### config.mk
export PLATFORM = sky130hd
export DESIGN_NAME = ccff_chain_loader_flat
export DESIGN_NICKNAME = d
export VERILOG_FILES = /design/src/rtl/ccff_chain_loader_if.sv /design/src/rtl/ccff_chain_loader.sv /design/src/flat_wrapper.sv
export SDC_FILE = /design/constraint.sdc
export NUM_CORES = 1
export LEC_CHECK = 0
export ABC_CLOCK_PERIOD_IN_PS = 3000
export BUFFER_PORTS_ARGS = -buffer_cell sky130_fd_sc_hd__buf_2
export CAP_MARGIN = 20
export CELL_PAD_IN_SITES_DETAIL_PLACEMENT = 0
export CELL_PAD_IN_SITES_GLOBAL_PLACEMENT = 1
export CORE_UTILIZATION = 46
export DETAILED_ROUTE_END_ITERATION = 16
export MAX_ROUTING_LAYER = met4
export PLACE_DENSITY_LB_ADDON = 0.2
export SETUP_SLACK_MARGIN = 0.3
export SKIP_LAST_GASP = 1
export SYNTH_ARGS = -nofsm -noshare
export SYNTH_HDL_FRONTEND = slang
export SYNTH_SLANG_ARGS = --single-unit
### constraint.sdc
create_clock -name prog_clk -period 3 [get_ports prog_clk]
set_input_delay 0 -clock prog_clk [delete_from_list [all_inputs] [get_ports prog_clk]]
set_output_delay 0 -clock prog_clk [all_outputs]
set_load 0.1 [all_outputs]
### src/rtl/ccff_chain_loader_if.sv
// Host-side word stream into the configuration chain loader.
// The host drives data/valid; the loader answers with ready.
interface ccff_chain_loader_if #(
  parameter int WORD_W = 8
) ();

  logic [WORD_W-1:0] s_data;
  logic              s_valid;
  logic              s_ready;

  modport master (
    output s_data,
    output s_valid,
    input  s_ready
  );

  modport slave (
    input  s_data,
    input  s_valid,
    output s_ready
  );

endinterface

### src/rtl/ccff_chain_loader.sv
// Initiator end of a ccff configuration shift chain.
// Takes host words over valid/ready, shifts them MSB-first into the chain
// head while config_enable is high, counts exactly CHAIN_LEN shifts, pulses
// done at the end, and counts the ones that fall out of the chain tail.
module ccff_chain_loader #(
  parameter int CHAIN_LEN = 36,
  parameter int WORD_W    = 8,
  parameter int CNT_W     = 16
) (
  input  logic               prog_clk,
  input  logic               pReset,
  input  logic               start,
  input  logic               abort,
  ccff_chain_loader_if.slave host,
  output logic               ccff_head,
  output logic               config_enable,
  input  logic               ccff_tail,
  output logic               busy,
  output logic               done,
  output logic [CNT_W-1:0]   tail_ones
);

  localparam int WB_W = $clog2(WORD_W + 1);

  typedef enum logic [1:0] {
    IDLE,
    LOAD,
    SHIFT
  } state_t;

  state_t            state_q, state_d;
  logic [WORD_W-1:0] shiftReg_q;
  logic [WORD_W-1:0] shiftNext;
  logic              head_q;
  logic              cfgEn_q;
  logic              done_q;
  logic [CNT_W-1:0]  tailOnes_q;
  logic [CNT_W-1:0]  bitsLeft_q;
  logic [WB_W-1:0]   wordBits_q;
  logic [WB_W-1:0]   wordTake;

  logic startOk;
  logic accept;
  logic shiftEn;
  logic wordEnd;
  logic lastBit;

  // Handshake and shift qualifiers; abort suppresses everything it overlaps.
  assign startOk   = (state_q == IDLE) && start && !abort;
  assign accept    = (state_q == LOAD) && host.s_valid && !abort;
  assign shiftEn   = (state_q == SHIFT) && cfgEn_q && !abort;
  assign wordEnd   = shiftEn && (wordBits_q == WB_W'(1));
  assign lastBit   = wordEnd && (bitsLeft_q == CNT_W'(1));
  assign shiftNext = shiftReg_q << 1;

  // A short final word only contributes the bits the chain still needs.
  assign wordTake = (bitsLeft_q < CNT_W'(WORD_W)) ? WB_W'(bitsLeft_q)
                                                   : WB_W'(WORD_W);

  // State register.
  always_ff @(posedge prog_clk) begin
    if (pReset) state_q <= IDLE;
    else        state_q <= state_d;
  end

  // Next-state: abort always returns to IDLE, a word end picks LOAD or IDLE.
  always_comb begin
    state_d = state_q;
    case (state_q)
      IDLE:    if (startOk) state_d = LOAD;
      LOAD: begin
        if (abort)             state_d = IDLE;
        else if (host.s_valid) state_d = SHIFT;
      end
      SHIFT: begin
        if (abort)        state_d = IDLE;
        else if (wordEnd) state_d = lastBit ? IDLE : LOAD;
      end
      default: state_d = IDLE;
    endcase
  end

  // State-decoded outputs: ready only while waiting for a word.
  always_comb begin
    host.s_ready = (state_q == LOAD);
    busy         = (state_q != IDLE);
  end

  // Datapath: word capture, serialisation, bit budget and tail ones count.
  always_ff @(posedge prog_clk) begin
    if (pReset) begin
      shiftReg_q <= '0;
      head_q     <= 1'b0;
      cfgEn_q    <= 1'b0;
      done_q     <= 1'b0;
      tailOnes_q <= '0;
      bitsLeft_q <= '0;
      wordBits_q <= '0;
    end else begin
      done_q <= lastBit;
      if (startOk) begin
        bitsLeft_q <= CNT_W'(CHAIN_LEN);
        tailOnes_q <= '0;
      end
      if (abort && (state_q != IDLE)) begin
        cfgEn_q <= 1'b0;
      end else if (accept) begin
        shiftReg_q <= host.s_data;
        head_q     <= host.s_data[WORD_W-1];
        cfgEn_q    <= 1'b1;
        wordBits_q <= wordTake;
      end else if (shiftEn) begin
        bitsLeft_q <= bitsLeft_q - CNT_W'(1);
        wordBits_q <= wordBits_q - WB_W'(1);
        if (ccff_tail && (tailOnes_q != {CNT_W{1'b1}}))
          tailOnes_q <= tailOnes_q + CNT_W'(1);
        shiftReg_q <= shiftNext;
        head_q     <= shiftNext[WORD_W-1];
        if (wordEnd) cfgEn_q <= 1'b0;
      end
    end
  end

  assign ccff_head     = head_q;
  assign config_enable = cfgEn_q;
  assign done          = done_q;
  assign tail_ones     = tailOnes_q;

endmodule

### src/flat_wrapper.sv
// flat-port wrapper written by rule: the top's interface ports become plain ports
module ccff_chain_loader_flat 
#(
  parameter int CHAIN_LEN = 36,
  parameter int WORD_W    = 8,
  parameter int CNT_W     = 16
)
  (prog_clk, pReset, start, abort, ccff_head, config_enable, ccff_tail, busy, done, tail_ones, host_s_data, host_s_valid, host_s_ready);
  ccff_chain_loader_if #(.WORD_W(WORD_W)) host_i ();
  input  logic prog_clk;
  input  logic pReset;
  input  logic start;
  input  logic abort;
  output logic ccff_head;
  output logic config_enable;
  input  logic ccff_tail;
  output logic busy;
  output logic done;
  output logic [CNT_W-1:0] tail_ones;
  input wire logic [$bits(host_i.s_data)-1:0] host_s_data;
  input wire logic [$bits(host_i.s_valid)-1:0] host_s_valid;
  output wire logic [$bits(host_i.s_ready)-1:0] host_s_ready;
  assign host_i.s_data = host_s_data;
  assign host_i.s_valid = host_s_valid;
  assign host_s_ready = host_i.s_ready;
  ccff_chain_loader #(.CHAIN_LEN(CHAIN_LEN), .WORD_W(WORD_W), .CNT_W(CNT_W)) u_core (.prog_clk(prog_clk), .pReset(pReset), .start(start), .abort(abort), .host(host_i), .ccff_head(ccff_head), .config_enable(config_enable), .ccff_tail(ccff_tail), .busy(busy), .done(done), .tail_ones(tail_ones));
endmodule
# [Yosys cells after proc, flatten, opt, wreduce, memory -nomap -nowiden]
# Cells that the tools add are included.
[word_totals] input_bits=14 romBits=0 ram_bits=0 latch_bits=0 memories=0 register_bits=48 elab_cells=66 out_inout_bits=21
[classes] n_addsub=3 reduce_logical=19 bitwise_logic=1 n_lt_le_gt_ge=1 eq_ne=8 n_mul=0 mux=26 n_shift=0 div_mod_pow=0
[ops] operator="$mux W16" count=9
[ops] operator="$add A16 B1 Y16 const B" count=1
[ops] operator="$eq A16 B1 Y1 const B" count=1
[ops] operator="$lt A16 B4 Y1 const B" count=1
[ops] operator="$ne A16 B16 Y1 const B" count=1
[ops] operator="$sub A16 B1 Y16 const B" count=1
[ops] operator="$mux W7" count=2
[ops] operator="$mux W4" count=3
[ops] operator="$logic_and A1 B1 Y1" count=10
[ops] operator="$mux W2" count=5
[ops] operator="$mux W1" count=6
[ops] operator="$pmux W2 S3" count=1
[ops] operator="$reduce_bool A2 Y1" count=3
[ops] operator="$eq A4 B1 Y1 const B" count=1
[ops] operator="$reduce_and A2 Y1" count=2
[ops] operator="$sub A4 B1 Y4 const B" count=1
[ops] operator="$ne A3 B2 Y1 const B" count=1
[ops] operator="$ne A3 B3 Y1 const B" count=1
[ops] operator="$reduce_and A3 Y1" count=1
[ops] operator="$eq A2 B1 Y1 const B" count=1
[ops] operator="$eq A2 B2 Y1 const B" count=1
[ops] operator="$logic_not A2 Y1" count=1
[ops] operator="$ne A2 B1 Y1 const B" count=1
[ops] operator="$reduce_or A2 Y1" count=1
[ops] operator="other kinds (2)" count=2

# [Longest topological paths before layout]
[logic_depth] depth_word=9 mapped_depth=6

# [Worst setup path before layout]
# No wires, ideal clock.
[synth_path] path_kind="register to register" startpoint="register u_core.tailOnes_q[6] (netlist: u_core.tail_ones[6])" endpoint="register u_core.tailOnes_q[15] (netlist: u_core.tail_ones[15])" path_buffers=1 setup_slack_ns=0.282 t_required_ns=2.878 t_arrival_ns=2.595 setup_ns=0.122 path_stages_with_launch=6 synth_period_minus_slack_ns=2.718 path_cell_list="dfxtp_1 -> nand4_1 -> or4_1 -> clkbuf_1 -> and4_1 -> a311o_1"
[synth_via] elab_chain_len=6 elab_cells_between_ends=7 cone_classes="add/sub (1); eq/ne (1); mux (4); reduce/logical (1)"
[synth_rtl] item="start: declaration" line_no="ccff_chain_loader.sv:37" rtl="logic [CNT_W-1:0] tailOnes_q;"
[synth_rtl] item="start signal: assignment" line_no="ccff_chain_loader.sv:116" rtl="tailOnes_q <= tailOnes_q + CNT_W'(1);"
[synth_rtl] item="parallel branches: the longest is 2 deep, another holds $add A16 B1 Y16"
[synth_rtl] item="$mux W16 (*)" line_no="ccff_chain_loader.sv:115" rtl="if (ccff_tail && (tailOnes_q != {CNT_W{1'b1}}))"
[synth_rtl] item="$mux W16 (*)" line_no="ccff_chain_loader.sv:112" rtl="end else if (shiftEn) begin"
[synth_rtl] item="$mux W16 (*)" line_no="ccff_chain_loader.sv:107" rtl="end else if (accept) begin"
[synth_rtl] item="$mux W16 (*)" line_no="ccff_chain_loader.sv:105" rtl="if (abort && (state_q != IDLE)) begin"
# Mark *: on every way between the ends.
# A chain may end at the register's enable or synchronous reset.

# [Final worst setup path]
[layout_path] startpoint="register u_core.state_q[1]" endpoint="register u_core.tailOnes_q[4] (netlist: u_core.tail_ones[4])"
[layout_via] elab_chain_len=8 elab_cells_between_ends=16 cone_classes="eq/ne (2); mux (5); reduce/logical (9)"
[layout_rtl] item="start: declaration" line_no="ccff_chain_loader.sv:31" rtl="state_t state_q, state_d;"
[layout_rtl] item="start signal: assignment" line_no="ccff_chain_loader.sv:63" rtl="else state_q <= state_d;"
[layout_rtl] item="$logic_not A2 Y1" line_no="ccff_chain_loader.sv:49" rtl="assign startOk = (state_q == IDLE) && start && !abort;"
[layout_rtl] item="$logic_and A1 B1 Y1 (2 in series)" line_no="ccff_chain_loader.sv:49"
[layout_rtl] item="$mux W16" line_no="ccff_chain_loader.sv:101" rtl="if (startOk) begin"
[layout_rtl] item="$mux W16" line_no="ccff_chain_loader.sv:115"
[layout_rtl] item="$mux W16" line_no="ccff_chain_loader.sv:112"
[layout_rtl] item="$mux W16" line_no="ccff_chain_loader.sv:107"
[layout_rtl] item="$mux W16 (*)" line_no="ccff_chain_loader.sv:105"
# Every way passes the cells marked *; elsewhere a longest branch is shown, timed or not.

==> results.yml <==
logic_synthesis:
  synthFlopType: "dfxtp_1"
  synth-seq-area-share_pct: 38.1
  yosysWarningCount: 0
  synth-edff-count: 0
  netlist_instances: 309
  synth_cell_type_count: 54
  avgSynthCellArea_um2: 8.16
  ys_ff_latch: 48
  synth_area_um2: 2520
  synth_nets: 328
  async_reset_ff_share_pct: 0
power:
  p_sw_mw: 0.299
  p_leak_nw: 1.02
  clkPwrFrac_pct: 31.6
  peakVddDrop_mv: 0.231
  seqPwrFrac_pct: 57.5
  powerDensity_nw_per_um2: 393
  power_frac_comb_pct: 10.9
  intPower_mw: 0.847
  switching_share_pct: 26.1
layout:
  area_delta_synth_final_pct: 15.7
  fillers: 505
  drive_above_1_share_pct: 16.8
  utilization_pct: 56.0
  nets: 364
  diodes: 0
  instances_no_fill: 415
  finalInstanceArea_um2: 2920
critical_path:
  worst_ep_arrival_time_ns: 2.46
  critPathCaptureType: "flop"
  max_stage_delay_ns: 0.58
  start_kind: "flop"
  crit_chain: "nor4bb_2 -> nand2_1 -> or4_1 -> a21oi_1"
  crit_path_max_fanout: 12
  path_class: "flop to flop"
  crit_slowest_cell: "or4_1"
  cp_data_required_time_ns: 3.23
clock_network:
  post_cts_resized: 0
  cts_tree: "built"
  root_buffer: "clkbuf_8"
  numCtsBuffers: 5
  clkSinkCount: 48
  clk_latency_ns: 0.29
  htree_levels: 2
  cts_setup_buffers: 0
  path_clk_slew_ns: 0.08
  cts_max_path_buffers: 2
global_routing:
  antenna_found_initial: 0
  grt_max_degree: 33
  grt_overflow: 0
  grt_pass1_wl_um: 10400
  grt_usage_pct: 22.9
  grt_pass1_vias: 2144
floorplan:
  dieArea_um2: 5780
  die_w_um: 76.0
  core_um2: 5200
  start_util_pct: 48.4
  ioPinCount: 35
  fp-row-count: 26
  die_h_um: 76.0
status:
  outcome: "complete, no violations"
sta:
  worst-slew-pin-transition_ns: 0.704
  setup_viol: 0
  setup-tns-final_ns: 0
  finalCritPeriodShare_pct: 74.2
  finClkSkew_ns: 0.00580
  rsz0062_at_grt: "false"
  period_minus_slack_ns: 2.23
  maxSlewViolCount: 0
  hold_viol: 0
  slew_headroom_pct: 52.6
  fmax_mhz: 449
routing:
  firstDrtPassIters: 4
  drc_errors: 0
  vias: 2453
  routedWlPerCell_um: 14.7
  antenna_left: 0
  drt_iter0_markers: 303
  routed_wl_um: 6110
  via_per_inst: 5.91
job:
  max-cap-violations: 0
place:
  place_area_um2: 2750
  place_hpwl_um: 4230
  post-place-cells: 399
  io_buffers: 34
  gp_congestion: 0.882
hold_path:
  hp-class: "primary input to flop"
[worst paths after layout]
path	startpoint	to	slack, ns	cells past startpoint
worst min-delay path	start	u_core.state_q[0]	0.1	5
worst max-delay path	u_core.state_q[1]	u_core.tail_ones[4]	0.77	4
worst min register to register	u_core.shiftReg_q[5]	u_core.shiftReg_q[6]	0.48	2
worst max register to register	u_core.state_q[1]	u_core.tail_ones[4]	0.77	4
[state kept, by name (all words and copies together), names as in the netlist]
name / cells
u_core.wordBits_q: 4
u_core.shiftReg_q: 7
u_core.config_enable: 1
u_core.bitsLeft_q: 16
u_core.state_q: 2
u_core.tail_ones: 16
u_core.ccff_head: 1
u_core.done: 1
[cell families after synthesis]
| logic type | Yosys count | share of synthesized area (%) |
|---|---|---|
| simple gates | 153 | 34.0 |
| fa+ha+maj | 5 | 2.48 |
| compound gates | 64 | 17.4 |
| flops | 48 | 38.1 |
| buf+inv | 30 | 4.62 |
| mux | 3 | 1.24 |
| xor+xnor | 6 | 2.09 |
[cell usage in the layout, fill, tap and decap left out, types with 2 or more instances in the layout]
cell / count
and4_1: 3
nand3_1: 13
ha_1: 5
nor2_1: 21
o21ai_1: 3
buf_4: 5
nand2_1: 31
or3_1: 7
or3_2: 2
clkbuf_8: 5
nand4_1: 7
inv_1: 11
or4_1: 10
nor3b_1: 3
dlygate4sd3_1: 9
and2_1: 3
a211oi_1: 3
nor2b_1: 2
o31ai_1: 3
a31oi_1: 6
nor4_1: 17
a21oi_1: 20
o211ai_1: 4
o21ai_0: 3
nand4bb_1: 2
o311ai_0: 3
a311oi_1: 10
xnor2_1: 5
nor3_1: 12
buf_2: 34
dfxtp_1: 47
and3_1: 3
nand3b_1: 2
mux2i_1: 2
nand2b_1: 3
nand4b_1: 2
or2_2: 4
[power by group through the flow]
stage / clock, mW / combinational (mW) / sequential [mW]
finish: 0.363 / 0.125 / 0.658
global route: 0.409 / 0.137 / 0.660
detailed placement: 0 / 0.116 / 0.673
global placement: 0 / 0.116 / 0.673
CTS: 0.377 / 0.125 / 0.658
floorplan: 0 / 0.0817 / 0.675
[cell type report]
class                   instances  area [um^2]  share of cell area [%]
multi-input cells             231         1450                    49.7
well taps                      70         87.6                    3.00
inverters                      11         41.3                    1.42
flip-flops and latches         48          962                    33.0
repair buffers                 48          298                    10.2
clock buffers                   6         72.6                    2.49
clock inverters                 1         5.00                   0.172
[cell usage after synthesis, types with 5 or more instances]
cell / number / area [um^2]
or4_1: 10 / 75.1
a31oi_1: 6 / 37.5
xnor2_1: 5 / 43.8
nor2_1: 21 / 78.8
a311oi_1: 10 / 87.6
nor4_1: 17 / 106
inv_1: 11 / 41.3
or3_1: 7 / 43.8
nand4_1: 7 / 43.8
nand2_1: 31 / 116
dfxtp_1: 48 / 961
ha_1: 5 / 62.6
nor3_1: 12 / 60.1
a21oi_1: 20 / 100
clkbuf_1: 15 / 56.3
nand3_1: 13 / 65.1
[repair_timing]
action	4_1_cts	5_1_grt
hold endpoints to repair	9	0
hold buffers	9	0
endpoints found under the setup margin	0	0
[per-stage QoR]
step	setup slack [ns]	power [mW]	hold WS, ns
after CTS	0.807	1.16	0.0765
final	0.773	1.15	0.0961
after floorplan	0.306	0.756	0.136
after detailed placement	0.837	0.789	0.262
after global routing	0.563	1.21	0.0975
after global placement	0.877	0.789	0.262
[critical path, delay by kind of cell (launching register included)]
family           cells  cell delay (ns)
AND/OR/NAND/NOR      3             1.50
AO/OA/AOI/OAI        1             0.14
flip-flops           1             0.53
[routing by layer]
metal	global-route usage [%]	vias to the layer above	wire, um	part of all wire, %
li1	-	1248	-	-
met1	31.4	1141	2970	49
met2	34.8	60	2780	45
met3	4.07	4	309	5.1
met4	5.77	0	51	0.83
met5	-	-	0	0
No activity file was read; power rests on OpenSTA's default activity.
